$ cat src/rtl/layer1_pkg.sv
// Shared defaults and FSM encoding for the layer-1 BRAM fetch controller.
package layer1_pkg;

    localparam int unsigned N_BRAM1_DEF    = 3;
    localparam int unsigned DATA_WIDTH_DEF = 16;
    localparam int unsigned ADDR_WIDTH_DEF = 10;
    localparam int unsigned N_WORDS_DEF    = 1024;

    typedef enum logic [1:0] {
        S_IDLE  = 2'd0,
        S_FETCH = 2'd1,
        S_DRAIN = 2'd2
    } fetch_state_t;

endpackage

$ cat src/rtl/layer1_skid_fifo.sv
// Two-entry FIFO holding fetched words and their last-word flag; push and pop may coincide.
module layer1_skid_fifo #(
    parameter int unsigned WIDTH = 48
) (
    input  logic             clk,
    input  logic             rst,
    input  logic             push,
    input  logic [WIDTH-1:0] push_data,
    input  logic             push_last,
    input  logic             pop,
    output logic [WIDTH-1:0] head_data,
    output logic             head_last,
    output logic [1:0]       count
);

    logic [WIDTH-1:0] mem_data [2];
    logic [1:0]       mem_last;
    logic             wr_ptr;
    logic             rd_ptr;

    // When full, wr_ptr aliases rd_ptr, so a simultaneous push overwrites the slot being popped.
    always_ff @(posedge clk) begin
        if (rst) begin
            mem_data[0] <= '0;
            mem_data[1] <= '0;
            mem_last    <= '0;
            wr_ptr      <= 1'b0;
            rd_ptr      <= 1'b0;
            count       <= 2'd0;
        end else begin
            if (push) begin
                mem_data[wr_ptr] <= push_data;
                mem_last[wr_ptr] <= push_last;
                wr_ptr           <= ~wr_ptr;
            end
            if (pop) begin
                rd_ptr <= ~rd_ptr;
            end
            count <= count + 2'(push) - 2'(pop);
        end
    end

    assign head_data = mem_data[rd_ptr];
    assign head_last = mem_last[rd_ptr];

endmodule

$ cat src/rtl/layer1_fetch_ctrl.sv
// Streams N_WORDS consecutive words out of the layer-1 BRAM bank to the conv stage
// with a valid/ready handshake, keeping at most two words buffered or in flight.
module layer1_fetch_ctrl
    import layer1_pkg::*;
#(
    parameter int unsigned N_BRAM1    = N_BRAM1_DEF,
    parameter int unsigned DATA_WIDTH = DATA_WIDTH_DEF,
    parameter int unsigned ADDR_WIDTH = ADDR_WIDTH_DEF,
    parameter int unsigned N_WORDS    = N_WORDS_DEF
) (
    input  logic                          clk,
    input  logic                          rst,
    input  logic                          start,
    output logic [ADDR_WIDTH-1:0]         BRAM1_addr,
    input  logic [N_BRAM1*DATA_WIDTH-1:0] BRAM_out,
    output logic [N_BRAM1*DATA_WIDTH-1:0] out_data,
    output logic                          out_valid,
    input  logic                          out_ready,
    output logic                          out_last,
    output logic                          busy,
    output logic                          done
);

    localparam int unsigned            BUS_W     = N_BRAM1 * DATA_WIDTH;
    localparam logic [ADDR_WIDTH-1:0]  LAST_ADDR = ADDR_WIDTH'(N_WORDS - 1);

    fetch_state_t          state;
    logic [ADDR_WIDTH-1:0] counter;
    logic [ADDR_WIDTH-1:0] addr_q;
    logic                  inflight;
    logic                  inflight_last;
    logic [1:0]            fifo_count;
    logic                  pop;
    logic                  issue;
    logic                  issue_last;
    logic                  final_hs;

    assign out_valid  = (fifo_count != 2'd0);
    assign pop        = out_valid && out_ready;
    // Credit: buffered plus in-flight never exceeds two; a pop frees a slot this same cycle.
    assign issue      = (state == S_FETCH) &&
                        (((fifo_count + 2'(inflight)) < 2'd2) || pop);
    assign issue_last = (counter == LAST_ADDR);
    assign final_hs   = (state == S_DRAIN) && pop && out_last;

    // The address bus shows the new address in the issue cycle and otherwise holds the last one.
    assign BRAM1_addr = issue ? counter : addr_q;

    always_ff @(posedge clk) begin
        if (rst) begin
            state         <= S_IDLE;
            counter       <= '0;
            addr_q        <= '0;
            inflight      <= 1'b0;
            inflight_last <= 1'b0;
            busy          <= 1'b0;
            done          <= 1'b0;
        end else begin
            inflight      <= issue;
            inflight_last <= issue && issue_last;
            done          <= final_hs;
            if (issue) begin
                addr_q  <= counter;
                counter <= counter + ADDR_WIDTH'(1);
            end
            // Busy covers the whole run including the done cycle.
            busy <= (state == S_IDLE) ? start : 1'b1;
            case (state)
                S_IDLE: begin
                    if (start) begin
                        state   <= S_FETCH;
                        counter <= '0;
                    end
                end
                S_FETCH: begin
                    if (issue && issue_last) begin
                        state <= S_DRAIN;
                    end
                end
                S_DRAIN: begin
                    if (final_hs) begin
                        state <= S_IDLE;
                    end
                end
                default: state <= S_IDLE;
            endcase
        end
    end

    layer1_skid_fifo #(
        .WIDTH(BUS_W)
    ) u_fifo (
        .clk       (clk),
        .rst       (rst),
        .push      (inflight),
        .push_data (BRAM_out),
        .push_last (inflight_last),
        .pop       (pop),
        .head_data (out_data),
        .head_last (out_last),
        .count     (fifo_count)
    );

endmodule

$ cat config.mk
export PLATFORM = sky130hd
export DESIGN_NAME = layer1_fetch_ctrl
export DESIGN_NICKNAME = d
export VERILOG_FILES = /design/src/rtl/layer1_pkg.sv /design/src/rtl/layer1_skid_fifo.sv /design/src/rtl/layer1_fetch_ctrl.sv
export SDC_FILE = /design/constraint.sdc
export NUM_CORES = 1
export LEC_CHECK = 0
export CAP_MARGIN = 0
export CELL_PAD_IN_SITES_DETAIL_PLACEMENT = 1
export CELL_PAD_IN_SITES_GLOBAL_PLACEMENT = 2
export CORE_MARGIN = 1.5
export CORE_UTILIZATION = 43
export DETAILED_ROUTE_END_ITERATION = 10
export DONT_BUFFER_PORTS = 1
export GPL_TIMING_DRIVEN = 0
export PLACE_DENSITY_LB_ADDON = 0.1
export SYNTH_ARGS = -nofsm -noshare
export SYNTH_HDL_FRONTEND = slang
export SYNTH_SLANG_ARGS = --single-unit
$ cat constraint.sdc
create_clock -name clk -period 2.71 [get_ports clk]
set_clock_uncertainty 0.2 [all_clocks]
set_input_delay 0.4065 -clock clk [delete_from_list [all_inputs] [get_ports clk]]
set_output_delay 0.4065 -clock clk [all_outputs]
set_load 0.1 [all_outputs]
---- Yosys cells after proc, flatten, opt, wreduce, memory -nomap -nowiden ----
Memories as Yosys holds them, arrays and structs flattened. A register that Yosys moved wholly into a read port is not among the register bits.
Cells that the tools add are included.
Widths: inputs -> output; s select.
storage, ports and cells
  bits of input ports ..................... 52
  bits in writable memories ............... 96
  register bits after elaboration ......... 32
  logic and storage cells ................. 62
  memories ................................ 1
  output and inout port bits .............. 62
memories
  name             words  width  rd ports  clocked after Yosys merged registers in  wr ports  RTL line                source
  u_fifo.mem_data  2      48     1         1                                        2         layer1_skid_fifo.sv:16  logic [WIDTH-1:0] mem_data [2];
cells by class
  magnitude comparators ................... 4
  $add $sub $neg .......................... 3
  reduce and logical (&&, ||, !) cells .... 11
  eq/ne operators ......................... 6
  bitwise operators ....................... 2
  muxes and demuxes ....................... 24
operators with widths
  kind                   number
  $mux 48                1
  $reduce_or 48->1       1
  $mux 10                4
  $mux 1                 13
  $add 10x1->10 const B  1
  $eq 10x10->1 const B   1
  $logic_and 1x1->1      6
  $mux 2                 3
  $pmux 2 s3             1
  $lt 1x2->1 const B     2
  $ne 2x2->1 const B     2
  $reduce_and 3->1       1
  $add 2x1->2            1
  $bwmux 2               1
  $eq 2x1->1 const B     1
  $eq 2x2->1 const B     1
  $logic_not 2->1        1
  $lt 2x2->1 const B     1
  $ne 2x1->1 const B     1
  $not 1->1              2
  $reduce_bool 2->1      1
  $sub 2x1->2            1
  $demux 1 s1            1
  $ge 1x1->1 const B     1
  $logic_or 1x1->1       1

---- Logic depth before layout (Yosys ltp) ----
Gate-level depths: netlist of the first run.
  depth in word-level cells ............... 7
  mapped depth ............................ 6
  gate-level depth less buffers ........... 5

---- Modules after synthesis ----
A second synthesis of the first run with hierarchy kept.
second synthesis, totals
  cells, all modules ...................... 455
  area total of the unflattened synthesis .. 5622.9 um^2
modules (own cells, without submodules)
  module             instances  cells each  area an instance (um^2)  sequential area each (um^2)
  layer1_skid_fifo   1          340         4506.8                   3022.9
  layer1_fetch_ctrl  1          115         1116.1                   520.5

---- Worst setup path after synthesis of the first run ----
No wires, ideal clock.
  kind .................................... register to output
  from .................................... register inflight
  to ...................................... output port BRAM1_addr[2]
  data required time ...................... 2.104 ns
  data arrival time ....................... 2.004 ns
  setup slack ............................. 0.099 ns
  stages on the path, launching flop included .. 7
  path buffers ............................ 1
  cells stage by stage .................... dfxtp_1 ha_1 or3b_1 o211ai_2 buf_4 nand2_1 nand2_1
between the ends
  word-level cells in the longest chain between the ends .. 5
ends and longest elaborated chain
  item                    RTL line                 source
  start, declared         layer1_fetch_ctrl.sv:30  logic inflight;
  start signal, assigned  layer1_fetch_ctrl.sv:59  inflight <= issue;
  $add 2x1->2             layer1_fetch_ctrl.sv:42  (((fifo_count + 2'(inflight)) < 2'd2) || pop);
  $lt 2x2->1              layer1_fetch_ctrl.sv:42
  $logic_or 1x1->1        layer1_fetch_ctrl.sv:42
  $logic_and 1x1->1       layer1_fetch_ctrl.sv:41  assign issue = (state == S_FETCH) &&
  $mux 10                 n/a
  end, declared           layer1_fetch_ctrl.sv:14  output logic [ADDR_WIDTH-1:0] BRAM1_addr,
No other way between the ends.

---- Worst setup path after layout of the first run ----
  from .................................... register u_fifo.count[0]
  to ...................................... output port BRAM1_addr[3]
between the ends
  word-level cells in the longest chain between the ends .. 5
  elaborated cells on any way between the ends .. 7
  classes of those cells .................. add/sub (1); order compare (1); mux (1); reduce/logical (4)
ends and longest elaborated chain
  item                                              RTL line                                          source
  start, declared                                   layer1_skid_fifo.sv:13                            output logic [1:0] count
  start signal, assigned                            layer1_skid_fifo.sv:39                            count <= count + 2'(push) - 2'(pop);
  $add 2x1->2 or $reduce_bool 2->1 (tied branches)  layer1_fetch_ctrl.sv:42, layer1_fetch_ctrl.sv:38
  $lt 2x2->1 or $logic_and 1x1->1 (tied branches)   layer1_fetch_ctrl.sv:42, layer1_fetch_ctrl.sv:39
  $logic_or 1x1->1 *                                layer1_fetch_ctrl.sv:42
  $logic_and 1x1->1 *                               layer1_fetch_ctrl.sv:41
  $mux 10 *                                         n/a
Mark *: on every way between the ends. The rest lies on a longest branch, timed or not.

==> results of run 1 <==
logic make-up after synthesis:
family | synth area share
AND/OR/NAND/NOR | 0.1610
flip-flops | 0.6448
multiplexers | 0.1227
buffers and inverters | 0.02209
AO/OA/AOI/OAI | 0.03324
XOR/XNOR | 0.009337
adder cells (fa/ha/maj) | 0.006831
stage by stage:
stage,setup WS [ns],instance area [µm²],hold slack [ns],instances,utilization
6_report,0.04416,6950,0.1034,659,0.5530
5_1_grt,-0.01683,6950,0.1185,659,0.5530
4_1_cts,0.0004625,6924,0.09679,657,0.5509
3_5_place_dp,-0.07228,5753,0.2649,574,0.4577
3_3_place_gp,-0.3688,5710,0.2460,572,0.4544
2_1_floorplan,0.09945,5495,0.2249,400,-
worst min path at each step:
stage / cells past startpoint / endpoint / slack, ns
after global routing: 3 / done$_SDFF_PP0_ / 0.12
after floorplan: 2 / u_fifo.mem_last[0]$_SDFFE_PP0P_ / 0.22
after CTS: 3 / done$_SDFF_PP0_ / 0.1
final: 3 / done$_SDFF_PP0_ / 0.10
after global placement: 2 / u_fifo.mem_last[0]$_SDFFE_PP0P_ / 0.25
after detailed placement: 2 / addr_q[2]$_SDFF_PP0_ / 0.26
synthesized netlist by cell type (all sizes together):
master   count  area share
and2        96        0.11
edfxtp      96        0.52
mux2        59        0.12
dfxtp       33        0.12
clkbuf      16       0.011
nor2        13      0.0089
a21oi        9      0.0082
nor2b        9       0.010
inv          8      0.0055
nand2        8      0.0055
buf          5      0.0057
nand3        5      0.0046
o21ai        5      0.0046
o31ai        4      0.0055
or3          4      0.0046
or4          4      0.0055
a21o         3      0.0041
ha           3      0.0068
nor3b        3      0.0041
xnor2        3      0.0061
xor2         2      0.0032
a2111oi      1      0.0027
and2b        1      0.0016
and4         1      0.0016
mux2i        1      0.0018
nor3         1     0.00091
nor4b        1      0.0016
o2111ai      1      0.0027
o211a        1      0.0018
o211ai       1      0.0023
o21a         1      0.0014
or2          1      0.0011
or3b         1      0.0016
power by group through the flow:
stage / Sequential [µW] / Clock, µW / Combinational (µW)
after CTS: 2340 / 2270 / 2310
final: 2340 / 2230 / 2310
after global routing: 2350 / 2350 / 2380
after global placement: 2370 / 0 / 2180
after detailed placement: 2370 / 0 / 2200
after floorplan: 2360 / 0 / 2020
repair_timing:
action | CTS | global route
pin swaps | 1 | 2
hold endpoints to repair | 99 | 0
setup endpoints to repair | 30 | 10
buffers inserted | 1 | 2
resized for setup | 26 | 2
hold buffers | 49 | 0
cloned | 1 | 0
metal layers:
| layer | GRT usage | vias to the layer above | wire length, µm |
|---|---|---|---|
| li1 | - | 1567 | - |
| met2 | 0.3255 | 82 | 5978 |
| met4 | 0.07642 | 0 | 226 |
| met3 | 0.06015 | 18 | 499 |
| met5 | 0 | - | 0 |
| met1 | 0.2185 | 1662 | 5119 |
critical path, delay by kind of cell (launching register included):
kind | cells | cell delay (ns)
buffers and inverters | 1 | 0.18
multiplexers | 1 | 0.44
flip-flops | 1 | 0.35
AND/OR/NAND/NOR | 1 | 0.40
AO/OA/AOI/OAI | 1 | 0.12
adder cells (fa/ha/maj) | 1 | 0.14
cell type report:
| type | count | area [µm²] |
|---|---|---|
| clock inverters | 15 | 148.9 |
| inverters | 8 | 30.03 |
| fillers | 1245 | 5618 |
| clock buffers | 17 | 425.4 |
| multi-input cells | 242 | 1922 |
| repair buffers | 55 | 564.3 |
| plain buffers | 21 | 93.84 |
| well taps | 172 | 215.2 |
| flip-flops and latches | 129 | 3551 |
sequential cells by signal, summed over array words and instances (netlist names), named ones only:
register         count
u_fifo.mem_data     96
inflight_last        1
busy                 1
u_fifo.mem_last      2
u_fifo.wr_ptr        1
addr_q              10
u_fifo.rd_ptr        1
counter             10
state                2
inflight             1
u_fifo.count         2
done                 1
==> flow_summary.json, run 1 <==
{
  "clock_latency_ns": 0.42,
  "regToRegEndpoint": "u_fifo.mem_data[1][32]$_SDFFCE_PN0P_",
  "drive_gt1_frac": 0.2259,
  "worstPathArrival_ns": 2.06,
  "yosysSeqAreaShare": 0.6448,
  "num_vias": 3329,
  "routed_wl_um": 11820,
  "fmax_mhz": 375.1,
  "status": "complete, no violations",
  "p_per_area_nw_per_um2": 988.6,
  "grt_max_degree": 27,
  "critPathRequiredTime_ns": 2.10,
  "crit_type": "reg -> out",
  "core-area_um2": 12570,
  "worstHoldStart": "out_ready",
  "cp_max_fo": 5,
  "drc_errors": 0,
  "start_util": 0.4372,
  "final_antenna_net_count": 0,
  "grt_antenna_before_repair": 0,
  "final_hold_viol_count": 0,
  "crit_chain": "ha_4, or3b_4, o211ai_4, buf_6, mux2_4",
  "syn2layout_area_growth_pct": 26.48,
  "setup_viol": 0,
  "r2r_start": "inflight$_SDFF_PP0_",
  "period_needed_ns": 2.666,
  "pin_count": 114,
  "synth-seq-cells": 129,
  "end_kind": "output port",
  "drt_iter0_drc": 180,
  "fin_nets": 529,
  "wl_per_cell_um": 17.94,
  "ir_drop_mv": 0.4075,
  "finalCritPeriodShare": 0.9837,
  "clk_path_buf_depth": 2,
  "root_buffer": "clkbuf_16",
  "total_power_uw": 6871,
  "synth_nets": 455,
  "leakagePower_uw": 0.002615,
  "rr_worst_depth": 5,
  "grt_pass1_vias": 3583,
  "tns_ns": 0,
  "portBuffers": 0,
  "p_sw_frac": 0.3999,
  "synth_area_per_cell_um2": 13.74,
  "pwr-share-comb": 0.336,
  "first_pass_iters": 5,
  "track_usage": 0.1889,
  "most-common-layout-cells": "and2_1 (96), edfxtp_1 (96), dlygate4sd3_1 (49), mux2_2 (46), dfxtp_1 (31)",
  "tritoncts": "built",
  "cts.sinks": 129,
  "cts_buffers": 17,
  "p_sw_uw": 2748,
  "fp.dieW_um": 116.0,
  "core.rowCount": 41,
  "num_antenna_cells": 0,
  "htree_levels": 4,
  "ys_warn_count": 0,
  "post-dp-hpwl_um": 7320,
  "yosysUniqueCellTypes": 37,
  "internal_power_uw": 4123,
  "crit_path_start_kind": "register",
  "cp-startpoint": "u_fifo.count[0]$_SDFF_PP0_",
  "clk_pin_slew_ns": 0.05,
  "rsz0062_at_grt": "yes",
  "tightestPinTransition_ns": 0.9412,
  "setup.worst_path.end": "BRAM1_addr[3]",
  "p_clk_frac": 0.324,
  "netlist_area_um2": 5495,
  "critPathMaxStageDelay_ns": 0.44,
  "p_seq_frac": 0.340,
  "die_y_um": 116.0,
  "hp-class": "in -> reg",
  "gp_congestion": 0.7187,
  "syn_inst": 400,
  "rrSetupSlack_ns": 0.32,
  "die_area_um2": 13470,
  "drv_slew": 0,
  "slew_headroom": 0.3716,
  "slowest_stage": "mux2_4",
  "max-cap-violations": 0,
  "via_per_inst": 5.052,
  "grt-ovfl-total": 0,
  "grt_pass1_wl_um": 18490
}
(Power assumes the default switching activity.)
==> run 2: changes to the inputs <==
clock period = 2.9 ns   (was 2.71 ns; I/O delays follow)
==> run 2 against run 1 <==
Combinational power is 9.1% lower. Total power is 7.4% lower. Via count is 2.6% lower. Non-clock buffer count is 22 lower. Critical path depth stayed put. Register-to-register slack better by 0.21 ns. Setup slack better by 0.040 ns. Design area is 3.4% lower. First-iteration DRC count is 6.7% lower. Highest routed layer unchanged.
==> flow_summary.json, run 2 (same netlist as run 1, synthesis figures left out) <==
{
  "die_area_um2": 13470,
  "track_usage": 0.1856,
  "status": "complete, no violations",
  "cts_buffers": 17,
  "grt-ovfl-total": 0,
  "fp.dieW_um": 116.0,
  "clk_path_buf_depth": 2,
  "root_buffer": "clkbuf_16",
  "worstPathArrival_ns": 2.18,
  "finalCritPeriodShare": 0.9709,
  "portBuffers": 0,
  "most-common-layout-cells": "and2_1 (96), edfxtp_1 (96), mux2_2 (49), dfxtp_1 (31), dlygate4sd3_1 (30)",
  "cts.sinks": 129,
  "first_pass_iters": 4,
  "crit_chain": "ha_2, or3b_4, o211ai_4, buf_6, mux2_4",
  "hp-class": "in -> reg",
  "htree_levels": 4,
  "critPathRequiredTime_ns": 2.27,
  "routed_wl_um": 11680,
  "cp_top_family": "multiplexers",
  "grt_pass1_vias": 3430,
  "core-area_um2": 12570,
  "gp_congestion": 0.7187,
  "largest_reg_flops": 96,
  "clk_pin_slew_ns": 0.06,
  "via_per_inst": 5.091,
  "crit_path_start_kind": "register",
  "worst-path-buf-inv": 1,
  "max-cap-violations": 0,
  "leakagePower_uw": 0.002505,
  "end_kind": "output port",
  "slew_headroom": 0.3694,
  "slowest_stage": "mux2_4",
  "cp_max_fo": 6,
  "setup_viol": 0,
  "rsz0062_at_grt": "yes",
  "pwr-share-comb": 0.330,
  "crit_type": "reg -> out",
  "critPathMaxStageDelay_ns": 0.44,
  "drive_gt1_frac": 0.2258,
  "tns_ns": 0,
  "post-dp-hpwl_um": 7320,
  "start_util": 0.4372,
  "drv_slew": 0,
  "regMostFlops": "u_fifo.mem_data",
  "final_hold_viol_count": 0,
  "holdWs_ns": 0.01603,
  "period_needed_ns": 2.816,
  "p_per_area_nw_per_um2": 947.5,
  "final_antenna_net_count": 0,
  "drc_errors": 0,
  "grt_antenna_before_repair": 0,
  "p_sw_uw": 2549,
  "p_seq_frac": 0.343,
  "p_sw_frac": 0.4008,
  "num_vias": 3243,
  "total_power_uw": 6360,
  "clock_latency_ns": 0.42,
  "drt_iter0_drc": 168,
  "core.rowCount": 41,
  "fin_nets": 507,
  "num_antenna_cells": 0,
  "fmax_mhz": 355.2,
  "reg_top3": "u_fifo.mem_data (96), addr_q (10), counter (10)",
  "grt_max_degree": 27,
  "tritoncts": "built",
  "grt_pass1_wl_um": 18060,
  "tightestPinTransition_ns": 0.9447,
  "internal_power_uw": 3811,
  "post-cts-setup-buffers": 0,
  "p_clk_frac": 0.327,
  "die_y_um": 116.0,
  "fill_cells": 1251,
  "wl_per_cell_um": 18.34,
  "pin_count": 114,
  "ir_drop_mv": 0.3811,
  "syn2layout_area_growth_pct": 22.15
}
## run 2: path summary, 6_finish.rpt
kind / slack (ns) / startpoint / end / depth (start not counted)
max: 0.08 / inflight$_SDFF_PP0_ / BRAM1_addr[3] / 5
min: 0.02 / BRAM_out[13] / u_fifo.mem_data[1][13]$_SDFFCE_PN0P_ / 1
max reg2reg: 0.53 / u_fifo.wr_ptr$_SDFFE_PP0P_ / u_fifo.mem_data[1][32]$_SDFFCE_PN0P_ / 5
min reg2reg: 0.27 / inflight_last$_SDFF_PP0_ / u_fifo.mem_last[1]$_SDFFE_PP0P_ / 2
## run 2: layout make-up
| type | instances | area, µm² | share of cell area |
|---|---|---|---|
| flip-flops and latches | 129 | 3546 | 0.5282 |
| multi-input cells | 242 | 1901 | 0.2831 |
| clock buffers | 17 | 425.4 | 0.06337 |
| repair buffers | 33 | 351.6 | 0.05238 |
| well taps | 172 | 215.2 | 0.03206 |
| clock inverters | 15 | 148.9 | 0.02218 |
| plain buffers | 21 | 95.09 | 0.01417 |
| inverters | 8 | 30.03 | 0.004473 |
## run 2: power by group through the flow
| stage | clock network [µW] | registers [µW] | logic, µW |
|---|---|---|---|
| 2_1_floorplan | 0 | 2200 | 1890 |
| 3_3_place_gp | 0 | 2220 | 2040 |
| 3_5_place_dp | 0 | 2220 | 2050 |
| 4_1_cts | 2120 | 2180 | 2100 |
| 5_1_grt | 2200 | 2200 | 2160 |
| 6_report | 2080 | 2180 | 2100 |
## run 2: layer usage
layer	global-route usage	routed length, µm	vias up
met5	0	0	-
li1	-	-	1520
met3	0.06538	609	19
met1	0.2126	4885	1623
met2	0.3173	5967	81
met4	0.07561	219	0
## run 2: stage by stage
step	cells	worst slack [ns]	area [µm²]	util
after floorplan	400	0.2609	5495	-
after global placement	572	-0.2073	5710	0.4544
after detailed placement	574	0.08922	5753	0.4577
after global routing	637	-0.06251	6713	0.5341
final	637	0.08435	6713	0.5341
after CTS	633	0.01080	6640	0.5283
## run 2: what timing repair did
| action | 4_1_cts | 5_1_grt |
|---|---|---|
| hold buffers | 27 | 3 |
| endpoints found under the hold margin | 37 | 3 |
| gates resized for setup | 12 | 10 |
| setup endpoints to repair | 10 | 30 |
| cloned | 0 | 1 |
==> run 3: changes to the inputs <==
CORE_UTILIZATION = 42   (was 43)
SYNTH_HIERARCHICAL = 1   (was default)
TNS_END_PERCENT = 5   (was default)
==> run 3 against run 2 <==
Sequential share of layout area grew 1.9 points. Final cell count up 5.0%. Via count increased by 6.5%. Register-to-register slack gained 0.02 ns. Largest power group unchanged.
==> flow_summary.json, run 3 <==
{
  "status": "complete, no violations",
  "tritoncts": "built",
  "largest_reg_flops": 96,
  "internal_power_uw": 3623,
  "drt_iter0_drc": 165,
  "grt_antenna_before_repair": 0,
  "r2r_start": "u_fifo/count[1]$_SDFF_PP0_",
  "synth_edf_count": 96,
  "grt_pass1_vias": 3711,
  "hold_path_depth": 3,
  "synth-xor-area-share": 0.006231,
  "syn_inst": 455,
  "total_power_uw": 6070,
  "post-place-ws_ns": 0.2339,
  "via_per_inst": 5.163,
  "crit_chain": "and2b_1, a2111o_1, buf_6, buf_4, mux2_4",
  "hp-class": "in -> reg",
  "post-cts-setup-buffers": 0,
  "drive_gt1_frac": 0.2211,
  "ys_warn_count": 6,
  "rrSetupSlack_ns": 0.55,
  "ir_drop_mv": 0.4405,
  "period_needed_ns": 2.813,
  "ys.flop_type": "edfxtp_1",
  "multiInputGateArea_um2": 1937,
  "core-area_um2": 13140,
  "leakagePower_uw": 0.002351,
  "final-seq-area_um2": 3546,
  "synth_compound_area_frac": 0.02470,
  "grt_pass1_wl_um": 20180,
  "end_kind": "output port",
  "syn2layout_area_growth_pct": 15.18,
  "p_sw_frac": 0.4031,
  "fin_nets": 535,
  "post-dp-hpwl_um": 8235,
  "final_common_cell": "nor2_1",
  "gp_congestion": 0.7117,
  "fill_cells": 1365,
  "start_util": 0.4280,
  "slew_headroom": 0.2881,
  "synth.area.top_cells": "edfxtp_1 (51%), mux2_2 (12%), dfxtp_1 (12%)",
  "fmax_mhz": 355.5,
  "finalCritPeriodShare": 0.9699,
  "hold_end": "counter[9]$_SDFF_PP0_",
  "die_y_um": 118.7,
  "regToRegEndpoint": "u_fifo/count[1]$_SDFF_PP0_",
  "wl_per_cell_um": 18.52,
  "drv_slew": 0,
  "clk_pin_slew_ns": 0.06,
  "routed_wl_um": 12390,
  "portBuffers": 0,
  "muxShareOfSynthArea": 0.1217,
  "pwr-share-comb": 0.337,
  "yosysUniqueCellTypes": 35,
  "synth_nets": 510,
  "critPathRequiredTime_ns": 2.27,
  "critPathMaxStageDelay_ns": 0.45,
  "yosysMostFrequentCell": "nor2_1",
  "rr_worst_depth": 8,
  "synth_top_family_by_area": "simple AND/OR/NAND/NOR gates",
  "synth-seq-cells": 129,
  "cp_top_family": "multiplexers",
  "clk_path_buf_depth": 2,
  "ys_top_cells_by_count": "nor2_1 (106), edfxtp_1 (96), mux2_2 (59)",
  "netlist_area_um2": 5623,
  "grt_max_degree": 27,
  "cp-startpoint": "u_fifo/count[1]$_SDFF_PP0_",
  "p_sw_uw": 2447,
  "p_clk_frac": 0.307,
  "regMostFlops": "u_fifo/mem_data",
  "cts.sinks": 129,
  "final_hold_viol_count": 0,
  "max-cap-violations": 0,
  "slowest_stage": "mux2_4",
  "htree_levels": 4,
  "tightestPinTransition_ns": 1.041,
  "num_vias": 3454,
  "p_per_area_nw_per_um2": 937.2,
  "crit_type": "reg -> out",
  "yosysTopAreaCell": "edfxtp_1",
  "first_pass_iters": 4,
  "cts_buffers": 17,
  "synth_adder_area_share": 0.006676,
  "setup_slack_ns": 0.08726,
  "setup_viol": 0,
  "core.rowCount": 42,
  "clock_latency_ns": 0.41,
  "die_area_um2": 14090,
  "final_antenna_net_count": 0,
  "synthArstFlopShare": 0,
  "most-common-layout-cells": "nor2_1 (106), edfxtp_1 (96), mux2_2 (51), nand2b_1 (50), dfxtp_1 (31)",
  "pin_count": 114,
  "cp_max_fo": 10,
  "worst-path-buf-inv": 2,
  "grt-ovfl-total": 0,
  "root_buffer": "clkbuf_16",
  "fp.dieW_um": 118.7,
  "drc_errors": 0,
  "crit_path_start_kind": "register",
  "p_seq_frac": 0.357,
  "rsz0062_at_grt": "no",
  "netlist.area_leader.share": 0.5127,
  "num_antenna_cells": 0,
  "worstHoldStart": "rst",
  "synth_area_per_cell_um2": 12.36,
  "track_usage": 0.1912,
  "worstPathArrival_ns": 2.18,
  "synth-simple-area-share": 0.1789,
  "yosysSeqAreaShare": 0.6302,
  "reg_top3": "u_fifo/mem_data (96), addr_q (10), counter (10)"
}
## run 3: final cells by class
cell class | instances | area share
repair buffers | 6 | 0.01236
plain buffers | 27 | 0.02550
multi-input cells | 295 | 0.2991
inverters | 4 | 0.002318
flip-flops and latches | 129 | 0.5475
well taps | 176 | 0.03400
clock inverters | 10 | 0.01063
clock buffers | 22 | 0.06859
## run 3: cell families (layout without fill, tap and decap cells)
kind of cell / count (synthesis) / count (layout)
xor gates and xnor gates: 4 / 4
buffers and inverters: 31 / 69
and+or+nand+nor: 205 / 205
DFF: 129 / 129
muxes: 61 / 61
AOI/OAI and AO/OA: 22 / 22
adders and majority gates: 3 / 3
## run 3: worst min-delay path: stages
cell	delay, ns
nor2_1	0.03
nand2_1	0.06
mux2i_1	0.06
## run 3: per-layer routing
| metal | vias up | GRT usage | share of wire |
|---|---|---|---|
| li1 | 1637 | - | - |
| met1 | 1720 | 0.2208 | 0.41 |
| met2 | 77 | 0.3172 | 0.51 |
| met3 | 20 | 0.07143 | 0.061 |
| met4 | 0 | 0.08509 | 0.020 |
| met5 | - | 0 | 0 |
## run 3: per-stage QoR
stage	cells	hold WS (ns)	util	setup TNS [ns]	area, µm²
floorplan	455	0.2329	-	0	5623
global placement	631	0.2486	0.4448	-62.12	5843
detailed placement	633	0.2748	0.4482	0	5888
CTS	668	0.002034	0.4921	0	6465
global route	669	0.02539	0.4930	0	6476
finish	669	0.01871	0.4930	0	6476
## run 3: timing repair
item,CTS,global route
resized for setup,10,1
setup endpoints to repair,8,8
pin swaps,0,1
cloned,0,0
hold endpoints to repair,8,1
hold buffers,3,1
## run 3: how the worst max path moves through the flow
stage | to | depth (start not counted)
finish | BRAM1_addr[8] | 5
global route | BRAM1_addr[5] | 5
CTS | BRAM1_addr[5] | 5
detailed placement | BRAM1_addr[2] | 5
global placement | u_fifo/mem_data[0][18]$_SDFFCE_PN0P_ | 3
floorplan | u_fifo/mem_data[0][0]$_SDFFCE_PN0P_ | 3
## run 3: power by group through the flow
stage	clock, µW	combinational [µW]	sequential (µW)
after floorplan	0	1870	2190
after global placement	0	2020	2200
after detailed placement	0	2040	2200
after CTS	1910	2060	2170
after global routing	2000	2110	2180
final	1860	2040	2170
